===== src/rtl/sram_fifo_if.sv =====
// Handshake and SRAM-side signal bundle for sram_fifo_ctrl.
// master = the FIFO controller, slave = the producer/consumer/SRAM environment.
interface sram_fifo_if #(
    parameter int ADDR_SZ = 9,
    parameter int DATA_SZ = 64
);
    logic               enq_valid;
    logic               enq_ready;
    logic [DATA_SZ-1:0] enq_data;
    logic               deq_valid;
    logic               deq_ready;
    logic [DATA_SZ-1:0] deq_data;
    logic               sram_write_en;
    logic [ADDR_SZ-1:0] sram_write_addr;
    logic [DATA_SZ-1:0] sram_write_data;
    logic               sram_read_en;
    logic [ADDR_SZ-1:0] sram_read_addr;
    logic [DATA_SZ-1:0] sram_read_data;

    modport master (
        input  enq_valid, enq_data, deq_ready, sram_read_data,
        output enq_ready, deq_valid, deq_data,
               sram_write_en, sram_write_addr, sram_write_data,
               sram_read_en, sram_read_addr
    );

    modport slave (
        output enq_valid, enq_data, deq_ready, sram_read_data,
        input  enq_ready, deq_valid, deq_data,
               sram_write_en, sram_write_addr, sram_write_data,
               sram_read_en, sram_read_addr
    );
endinterface


===== src/rtl/sram_fifo_ctrl.sv =====
// Valid/ready FIFO built on an external 1R1W SRAM with 1-cycle registered read.
// Reads are issued ahead of demand into a 2-entry output buffer that hides the read latency.
module sram_fifo_ctrl #(
    parameter int ADDR_SZ = 9,
    parameter int DATA_SZ = 64,
    parameter int MEM_SZ  = 512
) (
    input  logic         clk,
    input  logic         rst_n,
    sram_fifo_if.master  bus
);
    localparam int PW = ADDR_SZ + 1;

    logic [PW-1:0]      wr_ptr_q, wr_ptr_d;
    logic [PW-1:0]      rd_ptr_q, rd_ptr_d;
    logic [PW-1:0]      sram_cnt;
    logic               inflight_q, inflight_d;
    logic               alive_q;
    logic [1:0]         ob_cnt_q, ob_cnt_d;
    logic [1:0]         ob_kept;
    logic [DATA_SZ-1:0] obuf_q [2];
    logic [DATA_SZ-1:0] obuf_d [2];
    logic [2:0]         occ;
    logic               enq_fire, deq_fire, issue;

    // Wrap bit keeps full (MEM_SZ) and empty (0) distinct.
    assign sram_cnt  = wr_ptr_q - rd_ptr_q;
    assign enq_fire  = bus.enq_valid & bus.enq_ready;
    assign deq_fire  = bus.deq_valid & bus.deq_ready;
    assign occ       = {1'b0, ob_cnt_q} + {2'b00, inflight_q} - {2'b00, deq_fire};
    // sram_cnt is registered, so a read never hits this cycle's write slot.
    assign issue     = (sram_cnt != '0) & (occ < 3'd2);

    assign bus.enq_ready       = alive_q & (sram_cnt != PW'(MEM_SZ));
    assign bus.deq_valid       = (ob_cnt_q != 2'd0);
    assign bus.deq_data        = obuf_q[0];
    assign bus.sram_write_en   = enq_fire;
    assign bus.sram_write_addr = wr_ptr_q[ADDR_SZ-1:0];
    assign bus.sram_write_data = bus.enq_data;
    assign bus.sram_read_en    = issue;
    assign bus.sram_read_addr  = rd_ptr_q[ADDR_SZ-1:0];

    always_comb begin
        wr_ptr_d   = wr_ptr_q + PW'(enq_fire);
        rd_ptr_d   = rd_ptr_q + PW'(issue);
        inflight_d = issue;
        obuf_d     = obuf_q;
        ob_kept    = ob_cnt_q - {1'b0, deq_fire};
        if (deq_fire)
            obuf_d[0] = obuf_q[1];
        // Returning data lands behind whatever survives this cycle's pop.
        if (inflight_q)
            obuf_d[ob_kept[0]] = bus.sram_read_data;
        ob_cnt_d   = ob_kept + {1'b0, inflight_q};
    end

    always_ff @(posedge clk or negedge rst_n) begin
        if (!rst_n) begin
            wr_ptr_q   <= '0;
            rd_ptr_q   <= '0;
            inflight_q <= 1'b0;
            alive_q    <= 1'b0;
            ob_cnt_q   <= 2'd0;
        end else begin
            wr_ptr_q   <= wr_ptr_d;
            rd_ptr_q   <= rd_ptr_d;
            inflight_q <= inflight_d;
            alive_q    <= 1'b1;
            ob_cnt_q   <= ob_cnt_d;
        end
    end

    always_ff @(posedge clk) begin
        obuf_q <= obuf_d;
    end
endmodule


===== src/flat_wrapper.sv =====
// flat-port wrapper written by rule: the top's interface ports become plain ports
module sram_fifo_ctrl_flat 
#(
    parameter int ADDR_SZ = 9,
    parameter int DATA_SZ = 64,
    parameter int MEM_SZ  = 512
)
  (clk, rst_n, bus_enq_valid, bus_enq_data, bus_deq_ready, bus_sram_read_data, bus_enq_ready, bus_deq_valid, bus_deq_data, bus_sram_write_en, bus_sram_write_addr, bus_sram_write_data, bus_sram_read_en, bus_sram_read_addr);
  sram_fifo_if #(.ADDR_SZ(ADDR_SZ), .DATA_SZ(DATA_SZ)) bus_i ();
  input  logic clk;
  input  logic rst_n;
  input wire logic [$bits(bus_i.enq_valid)-1:0] bus_enq_valid;
  input wire logic [$bits(bus_i.enq_data)-1:0] bus_enq_data;
  input wire logic [$bits(bus_i.deq_ready)-1:0] bus_deq_ready;
  input wire logic [$bits(bus_i.sram_read_data)-1:0] bus_sram_read_data;
  output wire logic [$bits(bus_i.enq_ready)-1:0] bus_enq_ready;
  output wire logic [$bits(bus_i.deq_valid)-1:0] bus_deq_valid;
  output wire logic [$bits(bus_i.deq_data)-1:0] bus_deq_data;
  output wire logic [$bits(bus_i.sram_write_en)-1:0] bus_sram_write_en;
  output wire logic [$bits(bus_i.sram_write_addr)-1:0] bus_sram_write_addr;
  output wire logic [$bits(bus_i.sram_write_data)-1:0] bus_sram_write_data;
  output wire logic [$bits(bus_i.sram_read_en)-1:0] bus_sram_read_en;
  output wire logic [$bits(bus_i.sram_read_addr)-1:0] bus_sram_read_addr;
  assign bus_i.enq_valid = bus_enq_valid;
  assign bus_i.enq_data = bus_enq_data;
  assign bus_i.deq_ready = bus_deq_ready;
  assign bus_i.sram_read_data = bus_sram_read_data;
  assign bus_enq_ready = bus_i.enq_ready;
  assign bus_deq_valid = bus_i.deq_valid;
  assign bus_deq_data = bus_i.deq_data;
  assign bus_sram_write_en = bus_i.sram_write_en;
  assign bus_sram_write_addr = bus_i.sram_write_addr;
  assign bus_sram_write_data = bus_i.sram_write_data;
  assign bus_sram_read_en = bus_i.sram_read_en;
  assign bus_sram_read_addr = bus_i.sram_read_addr;
  sram_fifo_ctrl #(.ADDR_SZ(ADDR_SZ), .DATA_SZ(DATA_SZ), .MEM_SZ(MEM_SZ)) u_core (.clk(clk), .rst_n(rst_n), .bus(bus_i));
endmodule

===== config.mk =====
export PLATFORM = sky130hd
export DESIGN_NAME = sram_fifo_ctrl_flat
export DESIGN_NICKNAME = d
export VERILOG_FILES = /design/src/rtl/sram_fifo_if.sv /design/src/rtl/sram_fifo_ctrl.sv /design/src/flat_wrapper.sv
export SDC_FILE = /design/constraint.sdc
export NUM_CORES = 1
export LEC_CHECK = 0
export BUFFER_PORTS_ARGS = -buffer_cell sky130_fd_sc_hd__buf_2
export CORE_MARGIN = 2
export CORE_UTILIZATION = 53
export CTS_CLUSTER_DIAMETER = 50
export DETAILED_ROUTE_END_ITERATION = 10
export GPL_TIMING_DRIVEN = 0
export PLACE_DENSITY = 0.86
export RECOVER_POWER = 50
export SYNTH_ARGS = -nofsm -noshare
export SYNTH_HDL_FRONTEND = slang
export SYNTH_SLANG_ARGS = --single-unit
export TNS_END_PERCENT = 30

===== constraint.sdc =====
create_clock -name clk -period 5.9 [get_ports clk]
set_clock_uncertainty 0.2 [all_clocks]
set_input_delay 1.18 -clock clk [delete_from_list [all_inputs] [get_ports clk]]
set_output_delay 1.18 -clock clk [all_outputs]
set_load 0.02 [all_outputs]

==> flow_metrics.env <==
export IMPL_clk_pin_slew_ps=60
export IMPL_min_from="u_core.wr_ptr_q[9]$_DFF_PN0_"
export IMPL_drt_initial_drc_count=369
export IMPL_peakVddDrop_v=0.000359
export IMPL_syn_area_per_cell_um2=11.2
export IMPL_vias=5098
export IMPL_core_area_um2=13100
export IMPL_routabilityCongestion=0.849
export IMPL_die_area_um2=14300
export IMPL_fin_nets=1019
export IMPL_hold_violations=0
export IMPL_synth_yosys_warnings=0
export IMPL_synth_top_area_frac=0.272
export IMPL_end_kind="output port"
export IMPL_cts_root_buffer="clkbuf_16"
export IMPL_most_common_layout_cells="clkbuf_1, buf_4, buf_2"
export IMPL_ys_top_cells_by_area="edfxtp_1, dfxtp_1, buf_4, mux2i_1, dfrtp_1"
export IMPL_maxCapViolations=0
export IMPL_wl_per_cell_um=14.6
export IMPL_synth_area_leader_cell="edfxtp_1"
export IMPL_startpoint="bus_deq_ready"
export IMPL_clk_latency_ps=420
export IMPL_required_ps=4520
export IMPL_yosys_register_bits=152
export IMPL_min_path_type="flip-flop to flip-flop"
export IMPL_synth_distinct_cells=41
export IMPL_hpwl_um=11300
export IMPL_critPathLaunchType="input port"
export IMPL_syn_nets=782
export IMPL_ios=282
export IMPL_power_density_nw_per_um2=562
export IMPL_finalCriticalPeriod_ps=5280
export IMPL_tns_ps=0
export IMPL_drc=0
export IMPL_final_max_slew_viol_count=0
export IMPL_dr_pass1_iters=4
export IMPL_rows=42
export IMPL_drive_gt1_frac=0.307
export IMPL_grt_max_degree=57
export IMPL_finalSetupViolCount=0
export IMPL_setup_slack_ps=617
export IMPL_max_freq_mhz=189
export IMPL_grt_pass1_wl_um=24000
export IMPL_clockBufferDepth=2
export IMPL_postRouteAntennaNets=0
export IMPL_syn_inst=633
export IMPL_grt_use_total=0.217
export IMPL_wl_um=15400
export IMPL_htreeDepth=4
export IMPL_cts_sinks=152
export IMPL_hold_buffers=0
export IMPL_antenna_found_initial=2
export IMPL_worstMarginPinSlew_ps=1330
export IMPL_r2r_start="u_core.ob_cnt_q[1]$_DFF_PN0_"
export IMPL_final_common_cell="clkbuf_1"
export IMPL_r2r_slack_ps=1410
export IMPL_die_y_um=120
export IMPL_crit_type="input port to output port"
export IMPL_initial_core_util=0.538
export IMPL_area_growth_pct=24.6
export IMPL_arrival_ps=3900
export IMPL_grt_pass1_vias=4909
export IMPL_portBuffers=217
export IMPL_status="finished clean"
export IMPL_timing_final_crit_share=0.895
export IMPL_crit_fanout=10
export IMPL_viasPerCell=4.81
export IMPL_cts_made_buffers=17
export IMPL_synth_seq_area_share=0.538
export IMPL_postLayoutCellArea_um2=8810
export IMPL_syn_cell_area_um2=7070
export IMPL_die_w_um=120
export IMPL_dpl_cell_area_um2=8420
export IMPL_finish_utilization=0.671
export IMPL_leakagePower_nw=3.94
export IMPL_preCtsSetupSlack_ps=924
export IMPL_slew_headroom=0.111
export IMPL_ctsResizeCount=0
export IMPL_rsz0062_at_grt="no"
export IMPL_overflow=0
export IMPL_cts_tree="yes"
export IMPL_cts_setup_buffers=0
[through the flow]
step,hold WS [ps],total power [W],cells
5_1_grt,309,0.00525,1060
4_1_cts,299,0.00506,1059
3_5_place_dp,291,0.00400,1027
6_report,296,0.00495,1060
3_3_place_gp,283,0.00392,1026
2_1_floorplan,265,0.00338,633
[area by class of cell]
class	count	area, um2
antenna	1	2.50
buffer	167	1180
clock buffer	18	429
clock inverter	14	140
fill	1088	4320
inverter	16	60.1
multi-input combinational	298	2040
sequential	152	3800
tap	176	220
timing repair buffer	218	940
[logic make-up (layout without fill, tap and decap cells)]
logic type	after synthesis	in the layout	synth area share
buffers and inverters	183	433	0.176
DFF	152	152	0.538
and+or+nand+nor	107	107	0.0642
AOI/OAI and AO/OA	84	84	0.0686
muxes	65	65	0.0920
xor gates and xnor gates	24	24	0.0297
adders and majority gates	17	17	0.0311
other	1	2	0.000530
[path summary, 6_finish.rpt]
path                                                     end  depth (start not counted)
worst max-delay path                        bus_sram_read_en                         11
worst min-delay path            u_core.wr_ptr_q[9]$_DFF_PN0_                          1
worst max register to register  u_core.rd_ptr_q[8]$_DFF_PN0_                         17
worst min register to register  u_core.wr_ptr_q[9]$_DFF_PN0_                          1
max in group asynchronous       u_core.ob_cnt_q[0]$_DFF_PN0_                          1
min in group asynchronous       u_core.wr_ptr_q[0]$_DFF_PN0_                          1
[power breakdown]
part	total [W]	switching (W)	internal, W
combinational	0.00218	0.00125	0.000923
sequential	0.00174	0.000205	0.00154
clock	0.00103	0.000442	0.000590
total	0.00495	0.00190	0.00305
[synthesized netlist by cell type]
cell type and n:
o21ba_2 1, o31ai_4 1, nor4b_1 1, a211oi_1 1, nor2_1 11, nor3_1 2
o21a_1 2, nor2b_2 1, inv_1 15, nor2b_1 2, xnor2_1 17, conb_1 1
buf_1 1, mux2i_1 65, and3_1 3, a221oi_2 1, a21oi_2 1, o21ai_1 63
o21ai_0 4, inv_2 1, nor4_1 2, a21oi_1 5, nand2_1 71, or4_1 1
nand2b_1 1, nand4_1 1, a211oi_2 1, a21boi_1 1, o2111ai_1 1, ha_1 16
edfxtp_1 64, o21a_2 1, xor2_1 7, nand3_1 11, fa_1 1, dfxtp_1 64
clkbuf_1 13, a211o_2 1, dfrtp_1 24, buf_2 7, buf_4 146
[metal layers]
metal | GRT usage | vias to the layer above | wire, um
li1 | - | 2492 | -
met1 | 0.265 | 2354 | 6230
met2 | 0.362 | 215 | 7770
met3 | 0.0561 | 35 | 1110
met4 | 0.0941 | 2 | 312
met5 | 0 | - | 11
[critical path, cell delays in order]
cell      delay [ps]
buf_2            100
nand2_1           50
buf_2            290
clkbuf_1         650
inv_1            180
ha_1             320
nor2_1           140
fa_1             430
nor2_1           140
o21a_1           220
buf_2            200
(Power assumes the default switching activity.)
